## src/rtl/plot_cache_pkg.sv

```systemverilog
// Shared types and default geometry for the single-row bitplane plot cache.
package plot_cache_pkg;

    localparam int BPP_DEF    = 4;
    localparam int PIXELS_DEF = 8;
    localparam int ROWW_DEF   = 16;

    typedef enum logic [1:0] {
        ST_IDLE = 2'd0,
        ST_RD   = 2'd1,
        ST_WR   = 2'd2
    } state_t;

endpackage

```

## src/rtl/plot_cache_if.sv

```systemverilog
// Plot request, flush control and bitplane memory bus of the plot cache.
interface plot_cache_if
    import plot_cache_pkg::*;
#(
    parameter int BPP    = BPP_DEF,
    parameter int PIXELS = PIXELS_DEF,
    parameter int ROWW   = ROWW_DEF
);
    localparam int PXW = $clog2(PIXELS);
    localparam int PW  = $clog2(BPP);

    logic              plot_valid;
    logic              plot_ready;
    logic [ROWW-1:0]   plot_row;
    logic [PXW-1:0]    plot_x;
    logic [BPP-1:0]    plot_color;
    logic              flush;
    logic              busy;
    logic              mem_req;
    logic              mem_we;
    logic [ROWW-1:0]   mem_row;
    logic [PW-1:0]     mem_plane;
    logic [PIXELS-1:0] mem_wdata;
    logic [PIXELS-1:0] mem_rdata;
    logic              mem_ack;

    modport slave (
        input  plot_valid, plot_row, plot_x, plot_color, flush, mem_rdata, mem_ack,
        output plot_ready, busy, mem_req, mem_we, mem_row, mem_plane, mem_wdata
    );

    modport master (
        output plot_valid, plot_row, plot_x, plot_color, flush, mem_rdata, mem_ack,
        input  plot_ready, busy, mem_req, mem_we, mem_row, mem_plane, mem_wdata
    );

endinterface

```

## src/rtl/plot_cache_merge.sv

```systemverilog
// Builds one plane write word: cached pixels take their colour bit, the rest keep memory contents.
module plot_cache_merge
    import plot_cache_pkg::*;
#(
    parameter int BPP    = BPP_DEF,
    parameter int PIXELS = PIXELS_DEF
) (
    input  logic [PIXELS-1:0][BPP-1:0] i_color,
    input  logic [PIXELS-1:0]          i_valid,
    input  logic [$clog2(BPP)-1:0]     i_plane,
    input  logic [PIXELS-1:0]          i_rdata,
    output logic [PIXELS-1:0]          o_wdata
);

    // Pixel 0 lands in the MSB of the plane word.
    for (genvar gi = 0; gi < PIXELS; gi++) begin : g_px
        assign o_wdata[PIXELS-1-gi] = i_valid[gi] ? i_color[gi][i_plane] : i_rdata[PIXELS-1-gi];
    end

endmodule

```

## src/rtl/plot_cache.sv

```systemverilog
// One-row pixel cache that merges plotted pixels into bitplane memory by read-modify-write.
module plot_cache
    import plot_cache_pkg::*;
#(
    parameter int BPP    = BPP_DEF,
    parameter int PIXELS = PIXELS_DEF,
    parameter int ROWW   = ROWW_DEF
) (
    input  logic         clk,
    input  logic         reset,
    plot_cache_if.slave  bus
);

    localparam int PXW = $clog2(PIXELS);
    localparam int PW  = $clog2(BPP);
    localparam logic [PW-1:0] LAST_PLANE = PW'(BPP - 1);

    state_t                    r_state;
    logic [PW-1:0]             r_plane;
    logic                      r_pending;
    logic [PIXELS-1:0][BPP-1:0] r_color;
    logic [PIXELS-1:0]         r_valid;
    logic [ROWW-1:0]           r_tag;
    logic [PIXELS-1:0]         r_rdata;
    logic                      r_mem_req;
    logic                      r_mem_we;
    logic [ROWW-1:0]           r_mem_row;
    logic [PW-1:0]             r_mem_plane;
    logic [PIXELS-1:0]         r_mem_wdata;

    logic              w_mask_any;
    logic              w_mask_full;
    logic              w_row_hit;
    logic              w_plot_ready;
    logic              w_plot_fire;
    logic              w_start;
    logic [PIXELS-1:0] w_px_we;
    logic [PIXELS-1:0] w_wdata;

    assign w_mask_any  = |r_valid;
    assign w_mask_full = &r_valid;
    assign w_row_hit   = (bus.plot_row == r_tag);

    // A full mask is about to be written out, so no new plot may slip in that cycle.
    assign w_plot_ready = (r_state == ST_IDLE) && !r_pending && !w_mask_full
                          && (!w_mask_any || w_row_hit);
    assign w_plot_fire  = bus.plot_valid && w_plot_ready;

    assign w_start = (r_state == ST_IDLE) && (w_mask_full
                     || (w_mask_any && (r_pending || (bus.plot_valid && !w_row_hit))));

    for (genvar gi = 0; gi < PIXELS; gi++) begin : g_px_we
        assign w_px_we[gi] = w_plot_fire && (bus.plot_x == PXW'(gi));
    end

    plot_cache_merge #(
        .BPP    (BPP),
        .PIXELS (PIXELS)
    ) u_merge (
        .i_color (r_color),
        .i_valid (r_valid),
        .i_plane (r_plane),
        .i_rdata (r_rdata),
        .o_wdata (w_wdata)
    );

    always_ff @(posedge clk) begin
        for (int i = 0; i < PIXELS; i++) begin
            if (w_px_we[i]) begin
                r_color[i] <= bus.plot_color;
            end
        end
    end

    always_ff @(posedge clk) begin
        if (reset) begin
            r_state     <= ST_IDLE;
            r_plane     <= '0;
            r_pending   <= 1'b0;
            r_valid     <= '0;
            r_tag       <= '0;
            r_rdata     <= '0;
            r_mem_req   <= 1'b0;
            r_mem_we    <= 1'b0;
            r_mem_row   <= '0;
            r_mem_plane <= '0;
            r_mem_wdata <= '0;
        end else begin
            if (bus.flush) begin
                r_pending <= 1'b1;
            end
            case (r_state)
                ST_IDLE: begin
                    if (w_plot_fire) begin
                        r_valid <= r_valid | w_px_we;
                        r_tag   <= bus.plot_row;
                    end
                    if (w_start) begin
                        r_state   <= w_mask_full ? ST_WR : ST_RD;
                        r_plane   <= '0;
                        r_pending <= 1'b0;
                    end else if (r_pending && !w_mask_any) begin
                        r_pending <= 1'b0;
                    end
                end
                // Each state spends one cycle with mem_req low before issuing, giving the post-ack gap.
                ST_RD: begin
                    if (!r_mem_req) begin
                        r_mem_req   <= 1'b1;
                        r_mem_we    <= 1'b0;
                        r_mem_row   <= r_tag;
                        r_mem_plane <= r_plane;
                    end else if (bus.mem_ack) begin
                        r_mem_req <= 1'b0;
                        r_rdata   <= bus.mem_rdata;
                        r_state   <= ST_WR;
                    end
                end
                ST_WR: begin
                    if (!r_mem_req) begin
                        r_mem_req   <= 1'b1;
                        r_mem_we    <= 1'b1;
                        r_mem_row   <= r_tag;
                        r_mem_plane <= r_plane;
                        r_mem_wdata <= w_wdata;
                    end else if (bus.mem_ack) begin
                        r_mem_req <= 1'b0;
                        if (r_plane == LAST_PLANE) begin
                            r_state <= ST_IDLE;
                            r_valid <= '0;
                        end else begin
                            r_plane <= r_plane + PW'(1);
                            r_state <= w_mask_full ? ST_WR : ST_RD;
                        end
                    end
                end
                default: r_state <= ST_IDLE;
            endcase
        end
    end

    assign bus.plot_ready = w_plot_ready;
    assign bus.busy       = (r_state != ST_IDLE);
    assign bus.mem_req    = r_mem_req;
    assign bus.mem_we     = r_mem_we;
    assign bus.mem_row    = r_mem_row;
    assign bus.mem_plane  = r_mem_plane;
    assign bus.mem_wdata  = r_mem_wdata;

endmodule

```

## src/flat_wrapper.sv

```systemverilog
// flat-port wrapper written by rule: the top's interface ports become plain ports
module plot_cache_flat import plot_cache_pkg::*;
#(
    parameter int BPP    = BPP_DEF,
    parameter int PIXELS = PIXELS_DEF,
    parameter int ROWW   = ROWW_DEF
)
  (clk, reset, bus_plot_valid, bus_plot_row, bus_plot_x, bus_plot_color, bus_flush, bus_mem_rdata, bus_mem_ack, bus_plot_ready, bus_busy, bus_mem_req, bus_mem_we, bus_mem_row, bus_mem_plane, bus_mem_wdata);
  plot_cache_if #(.BPP(BPP), .PIXELS(PIXELS), .ROWW(ROWW)) bus_i ();
  input  logic clk;
  input  logic reset;
  input wire logic [$bits(bus_i.plot_valid)-1:0] bus_plot_valid;
  input wire logic [$bits(bus_i.plot_row)-1:0] bus_plot_row;
  input wire logic [$bits(bus_i.plot_x)-1:0] bus_plot_x;
  input wire logic [$bits(bus_i.plot_color)-1:0] bus_plot_color;
  input wire logic [$bits(bus_i.flush)-1:0] bus_flush;
  input wire logic [$bits(bus_i.mem_rdata)-1:0] bus_mem_rdata;
  input wire logic [$bits(bus_i.mem_ack)-1:0] bus_mem_ack;
  output wire logic [$bits(bus_i.plot_ready)-1:0] bus_plot_ready;
  output wire logic [$bits(bus_i.busy)-1:0] bus_busy;
  output wire logic [$bits(bus_i.mem_req)-1:0] bus_mem_req;
  output wire logic [$bits(bus_i.mem_we)-1:0] bus_mem_we;
  output wire logic [$bits(bus_i.mem_row)-1:0] bus_mem_row;
  output wire logic [$bits(bus_i.mem_plane)-1:0] bus_mem_plane;
  output wire logic [$bits(bus_i.mem_wdata)-1:0] bus_mem_wdata;
  assign bus_i.plot_valid = bus_plot_valid;
  assign bus_i.plot_row = bus_plot_row;
  assign bus_i.plot_x = bus_plot_x;
  assign bus_i.plot_color = bus_plot_color;
  assign bus_i.flush = bus_flush;
  assign bus_i.mem_rdata = bus_mem_rdata;
  assign bus_i.mem_ack = bus_mem_ack;
  assign bus_plot_ready = bus_i.plot_ready;
  assign bus_busy = bus_i.busy;
  assign bus_mem_req = bus_i.mem_req;
  assign bus_mem_we = bus_i.mem_we;
  assign bus_mem_row = bus_i.mem_row;
  assign bus_mem_plane = bus_i.mem_plane;
  assign bus_mem_wdata = bus_i.mem_wdata;
  plot_cache #(.BPP(BPP), .PIXELS(PIXELS), .ROWW(ROWW)) u_core (.clk(clk), .reset(reset), .bus(bus_i));
endmodule
```

## config.mk

```make
export PLATFORM = sky130hd
export DESIGN_NAME = plot_cache_flat
export DESIGN_NICKNAME = d
export VERILOG_FILES = /design/src/rtl/plot_cache_pkg.sv /design/src/rtl/plot_cache_if.sv /design/src/rtl/plot_cache_merge.sv /design/src/rtl/plot_cache.sv /design/src/flat_wrapper.sv
export SDC_FILE = /design/constraint.sdc
export NUM_CORES = 1
export LEC_CHECK = 0
export ABC_AREA = 1
export CAP_MARGIN = 20
export CORE_MARGIN = 5
export CORE_UTILIZATION = 56
export CTS_CLUSTER_DIAMETER = 150
export DETAILED_ROUTE_END_ITERATION = 8
export DONT_BUFFER_PORTS = 1
export GPL_TIMING_DRIVEN = 0
export PLACE_DENSITY = 0.74
export SLEW_MARGIN = 20
export SYNTH_ARGS = -nofsm -noshare
export SYNTH_HDL_FRONTEND = slang
export SYNTH_SLANG_ARGS = --single-unit
```

## constraint.sdc

```tcl
create_clock -name clk -period 1.9 [get_ports clk]
set_clock_uncertainty 0.2 [all_clocks]
set_input_delay 0.38 -clock clk [delete_from_list [all_inputs] [get_ports clk]]
set_output_delay 0.38 -clock clk [all_outputs]
set_load 0.03 [all_outputs]
```

==> results.json, run 1 <==
{
  "outcome": "finished, violations left",
  "violations": "negative setup slack",
  "viasPerCell": 5.48,
  "synth.top_cell.area_share": 0.320,
  "grt_pass1_wl_mm": 16.6,
  "ys_top_cells_by_area": "dfxtp_1 (32%), edfxtp_1 (24%), a21oi_1 (8.5%), o21ai_0 (7.9%), nand2_1 (6.8%)",
  "fin_nets": 579,
  "drc": 0,
  "netlist_area_sq_um": 4070,
  "synth_area_leader_cell": "dfxtp_1",
  "worstPathRequired_ns": 1.32,
  "hpwl_mm": 6.72,
  "numCtsBuffers": 9,
  "tightest_slew_ns": 0.779,
  "cts_sinks": 97,
  "yosys_register_bits": 97,
  "synth_fa_ha_area_frac": 0.0154,
  "cts.htree.levels": 3,
  "grt_max_degree": 19,
  "routabilityCongestion": 0.840,
  "syn_nets": 528,
  "grt_pass1_vias": 3322,
  "start_util": 0.567,
  "hold_depth": 2,
  "hold_slack_ns": 0.0110,
  "core-area_sq_um": 7180,
  "cts-root-buf": "clkbuf_8",
  "finalCriticalPeriod_ns": 2.20,
  "die_height_microns": 95.2,
  "synth_top_family_by_area": "compound AO/OA/AOI/OAI gates",
  "critPathLaunchType": "register",
  "dieArea_sq_um": 9070,
  "clk_latency_ns": 0.37,
  "cp_data_arrival_time_ns": 1.62,
  "max_freq_mhz": 454,
  "fp.dieW_microns": 95.2,
  "ant_nets": 0,
  "nFillCells": 516,
  "hold_path_class": "in -> reg",
  "num_vias": 3521,
  "p_leak_uw": 0.00197,
  "reg2reg_depth": 14,
  "pwr_density_cell_nw_per_um2": 1320,
  "hold_viol": 0,
  "ys_seq_area_frac": 0.556,
  "synth_cell_types": 27,
  "drt_first_pass_iters": 4,
  "crit_path_end_kind": "primary output",
  "critPathKind": "reg -> out",
  "final_common_cell": "nand2_1",
  "setup_violations": 57,
  "synth.area.mux_share": 0,
  "syn_area_per_cell_sq_um": 8.36,
  "synth_compound_area_frac": 0.205,
  "rsz0062_at_grt": "true",
  "clkTransAtPathRegs_ns": 0.11,
  "clockBufferDepth": 2,
  "slew_violations": 0,
  "path_max_fanout": 7,
  "area_growth_pct": 27.3,
  "finish.utilization": 0.722,
  "drive_gt1_frac": 0.256,
  "fin_ws_ns": -0.304,
  "grt_remaining_overflow": 0,
  "drtIter0Drc": 248,
  "min_period_over_period": 1.16,
  "maxCapViolations": 0,
  "ios": 66,
  "track_usage": 0.237,
  "rows": 31,
  "syn_inst": 487,
  "yosys.area_share.simple": 0.146,
  "final_cell_mix": "nand2_1 (64), dfxtp_1 (52), inv_1 (51), a21oi_1 (51), o21ai_0 (47)",
  "insertedDiodeCount": 0,
  "wl_per_cell_microns": 16.9,
  "vdd.ir_drop.worst_mv": 0.766,
  "cts_tree": "done",
  "antenna_found_initial": 0,
  "io_buffers": 0,
  "synth_xor_area_frac": 0,
  "drt-total-wl_mm": 10.8,
  "slew_headroom": 0.481,
  "ys_warn_count": 0
}
[through the flow]
step                total power (uW)  instances  setup slack (ns)  cell area [sq um]  setup TNS (ns)
detailed placement              4630        586            -0.400               4220          -17.29
CTS                             6340        635            -0.280               4900           -7.90
global route                    7230        642            -0.424               5180          -17.55
global placement                4580        586            -0.381               4220          -15.64
finish                          6860        642            -0.304               5180          -10.80
floorplan                       4200        487            0.0147               4090               0
[final timing paths]
path,start,endpoint,slack (ns)
hold / removal,bus_mem_rdata[4],u_core.r_rdata[4],0.01
hold reg to reg,u_core.r_tag[5],u_core.r_tag[5],0.27
setup reg to reg,u_core.r_tag[3],u_core.r_valid[5],-0.27
setup / recovery,u_core.r_state[1],bus_plot_ready,-0.30
[cell families (layout without fill, tap and decap cells)]
group           count (synthesis)  in the layout
flops                          97             97
buf+inv                        82            137
compound gates                156            156
simple gates                  147            148
fa+ha+maj                       5              5
[cell type report]
cell class / instances / area [sq um] / share of cell area
sequential: 97 / 2280 / 0.440
multi-input combinational: 309 / 1810 / 0.349
timing repair buffer: 39 / 408 / 0.0788
inverter: 64 / 250 / 0.0483
buffer: 18 / 125 / 0.0242
clock buffer: 9 / 124 / 0.0239
tap: 99 / 124 / 0.0239
clock inverter: 7 / 60.1 / 0.0116
[repair_timing]
item / CTS / global route
hold endpoints to repair: 51 / 1
setup buffers: 8 / 5
hold buffers: 22 / 1
resized for setup: 79 / 74
cloned: 3 / 1
pin swaps: 12 / 19
setup endpoints to repair: 86 / 85
[registers in the layout, indices dropped and copies added (netlist names)]
name,cells
u_core.r_color,32
u_core.bus.mem_row,16
u_core.r_tag,16
u_core.bus.mem_wdata,8
u_core.r_rdata,8
u_core.r_valid,8
u_core.bus.mem_plane,2
u_core.r_plane,2
u_core.r_state,2
u_core.bus.mem_req,1
u_core.bus.mem_we,1
u_core.r_pending,1
[worst max-delay path, cell delays in order, from the launching register on]
cell and delay [ns]:
dfxtp_1 0.35, inv_2 0.11, ha_4 0.21, nand2_1 0.12, nor2_4 0.13, a21boi_4 0.33
[power by group]
part / switching, uW / internal (uW) / total, uW
clock: 783 / 500 / 1280
sequential: 405 / 2500 / 2900
combinational: 1640 / 1030 / 2670
[Yosys cell counts]
master	n
nand3_1	3
a31oi_1	2
nor2_1	58
a21oi_4	1
buf_2	5
nand3_4	1
nor3_1	2
o2bb2ai_1	1
a211oi_1	8
nand2_2	1
a21boi_0	1
dfxtp_1	65
o21a_1	1
o21bai_1	1
o22ai_1	8
ha_1	5
clkinv_1	1
inv_1	60
or2_1	1
or2_2	1
nand4_1	6
clkbuf_1	13
edfxtp_1	32
nand2_1	74
a21oi_1	69
inv_2	3
o21ai_0	64
[routing by layer]
| layer | share of wire | track usage |
|---|---|---|
| met1 | 0.43 | 0.331 |
| met2 | 0.47 | 0.351 |
| met3 | 0.081 | 0.0655 |
| met4 | 0.023 | 0.0901 |
| met5 | 0 | 0 |
Note: power is estimated with default switching activity, not from simulation.
==> run 2: changes to the inputs <==
RECOVER_POWER = 100   (was unset)
==> results.json, run 2 (synthesized netlist as in run 1, its figures left out) <==
{
  "outcome": "finished, violations left",
  "violations": "negative setup slack",
  "grt_max_degree": 19,
  "critPathKind": "reg -> out",
  "final_common_cell": "nand2_1",
  "start_util": 0.567,
  "cp_data_arrival_time_ns": 1.65,
  "reg2reg_depth": 14,
  "p_leak_uw": 0.00197,
  "pwr_density_cell_nw_per_um2": 1320,
  "timing.rr.start": "u_core.r_tag[3]",
  "min_period_over_period": 1.17,
  "fin_nets": 579,
  "worstPathRequired_ns": 1.32,
  "r2r_end": "u_core.r_valid[5]",
  "maxCapViolations": 0,
  "pre_cts_ws_ns": -0.400,
  "reg2reg_slack_ns": -0.30,
  "ant_nets": 0,
  "grt_pass1_wl_mm": 16.6,
  "largest-register": "u_core.r_color",
  "finish.utilization": 0.721,
  "path_max_fanout": 2,
  "rsz0062_at_grt": "true",
  "drc": 0,
  "fp.dieW_microns": 95.2,
  "grt_pass1_vias": 3322,
  "insertedDiodeCount": 0,
  "drt-total-wl_mm": 10.9,
  "tns_ns": -12.59,
  "drt_first_pass_iters": 5,
  "area_growth_pct": 27.1,
  "num_vias": 3547,
  "drive_gt1_frac": 0.254,
  "clockBufferDepth": 2,
  "cts-root-buf": "clkbuf_8",
  "crit_path_end_kind": "primary output",
  "cts.htree.levels": 3,
  "ios": 66,
  "routabilityCongestion": 0.840,
  "slew_violations": 0,
  "vdd.ir_drop.worst_mv": 0.766,
  "clk_latency_ns": 0.37,
  "hold_viol": 0,
  "hold_depth": 2,
  "tightest_slew_ns": 0.749,
  "cts_tree": "done",
  "track_usage": 0.237,
  "whs_endpoint": "u_core.r_rdata[4]",
  "core-area_sq_um": 7180,
  "slew_headroom": 0.501,
  "total_power_uw": 6850,
  "max_freq_mhz": 448,
  "finalCriticalPeriod_ns": 2.23,
  "numCtsBuffers": 9,
  "antenna_found_initial": 0,
  "critPathLaunchType": "register",
  "hold_path_class": "in -> reg",
  "min_from": "bus_mem_rdata[4]",
  "io_buffers": 0,
  "dieArea_sq_um": 9070,
  "hpwl_mm": 6.72,
  "fin_ws_ns": -0.330,
  "grt_remaining_overflow": 0,
  "viasPerCell": 5.52,
  "drtIter0Drc": 236,
  "clkTransAtPathRegs_ns": 0.11,
  "die_height_microns": 95.2,
  "final_cell_mix": "nand2_1 (64), dfxtp_1 (53), inv_1 (51), a21oi_1 (51), o21ai_0 (47)",
  "rows": 31,
  "largest_reg_flops": 32,
  "setup_violations": 61,
  "cts_sinks": 97,
  "wl_per_cell_microns": 16.9
}
run 2: worst max-delay path, stage by stage, from the launching register on:
cell and delay (ns):
dfxtp_2 0.35, inv_2 0.04, nand2_1 0.05, nand2_1 0.06
nor2_2 0.15, nand2_1 0.09, nor2_2 0.12, nand2_2 0.11
a21boi_4 0.32
run 2: power breakdown:
| group | switching, uW | total [uW] | internal, uW |
|---|---|---|---|
| Clock | 786 | 1290 | 500 |
| Sequential | 405 | 2900 | 2490 |
| Combinational | 1630 | 2660 | 1030 |
run 2: area by class of cell:
class	count	area, sq um
Inverter	64	250
Multi-Input combinational cell	309	1800
Clock inverter	7	60.1
Tap cell	99	124
Sequential cell	97	2280
Fill cell	518	2000
Buffer	18	125
Clock buffer	9	124
Timing Repair Buffer	39	408
run 2: metal layers:
| metal | part of all wire | global-route usage | vias up | wire length (microns) |
|---|---|---|---|---|
| met5 | 0 | 0 | - | 0 |
| met4 | 0.027 | 0.0901 | 0 | 297 |
| met3 | 0.079 | 0.0655 | 35 | 859 |
| met2 | 0.47 | 0.351 | 131 | 5060 |
| met1 | 0.43 | 0.331 | 1642 | 4650 |
| li1 | - | - | 1739 | - |
run 2: timing repair:
item	4_1_cts	5_1_grt
pin swaps	12	19
hold buffers	22	1
endpoints found under the setup margin	86	85
cloned	3	1
buffers inserted	8	5
endpoints found under the hold margin	51	1
resized for setup	79	74
run 2: through the flow:
stage                     hold WS [ns]  instance area, sq um  std cells
after floorplan                  0.230                  4090        487
after global placement           0.256                  4220        586
after detailed placement         0.260                  4220        586
after CTS                      0.00238                  4900        635
after global routing            0.0336                  5170        642
final                          0.00861                  5170        642
run 2: worst max-delay path by stage:
stage | from | to
2_1_floorplan | bus_plot_row[10] | u_core.r_color[0]
3_3_place_gp | bus_plot_row[2] | u_core.r_color[31]
3_5_place_dp | bus_plot_row[2] | u_core.r_color[31]
4_1_cts | u_core.r_tag[3] | bus_plot_ready
5_1_grt | u_core.r_tag[4] | u_core.r_valid[5]
6_report | u_core.r_tag[3] | bus_plot_ready
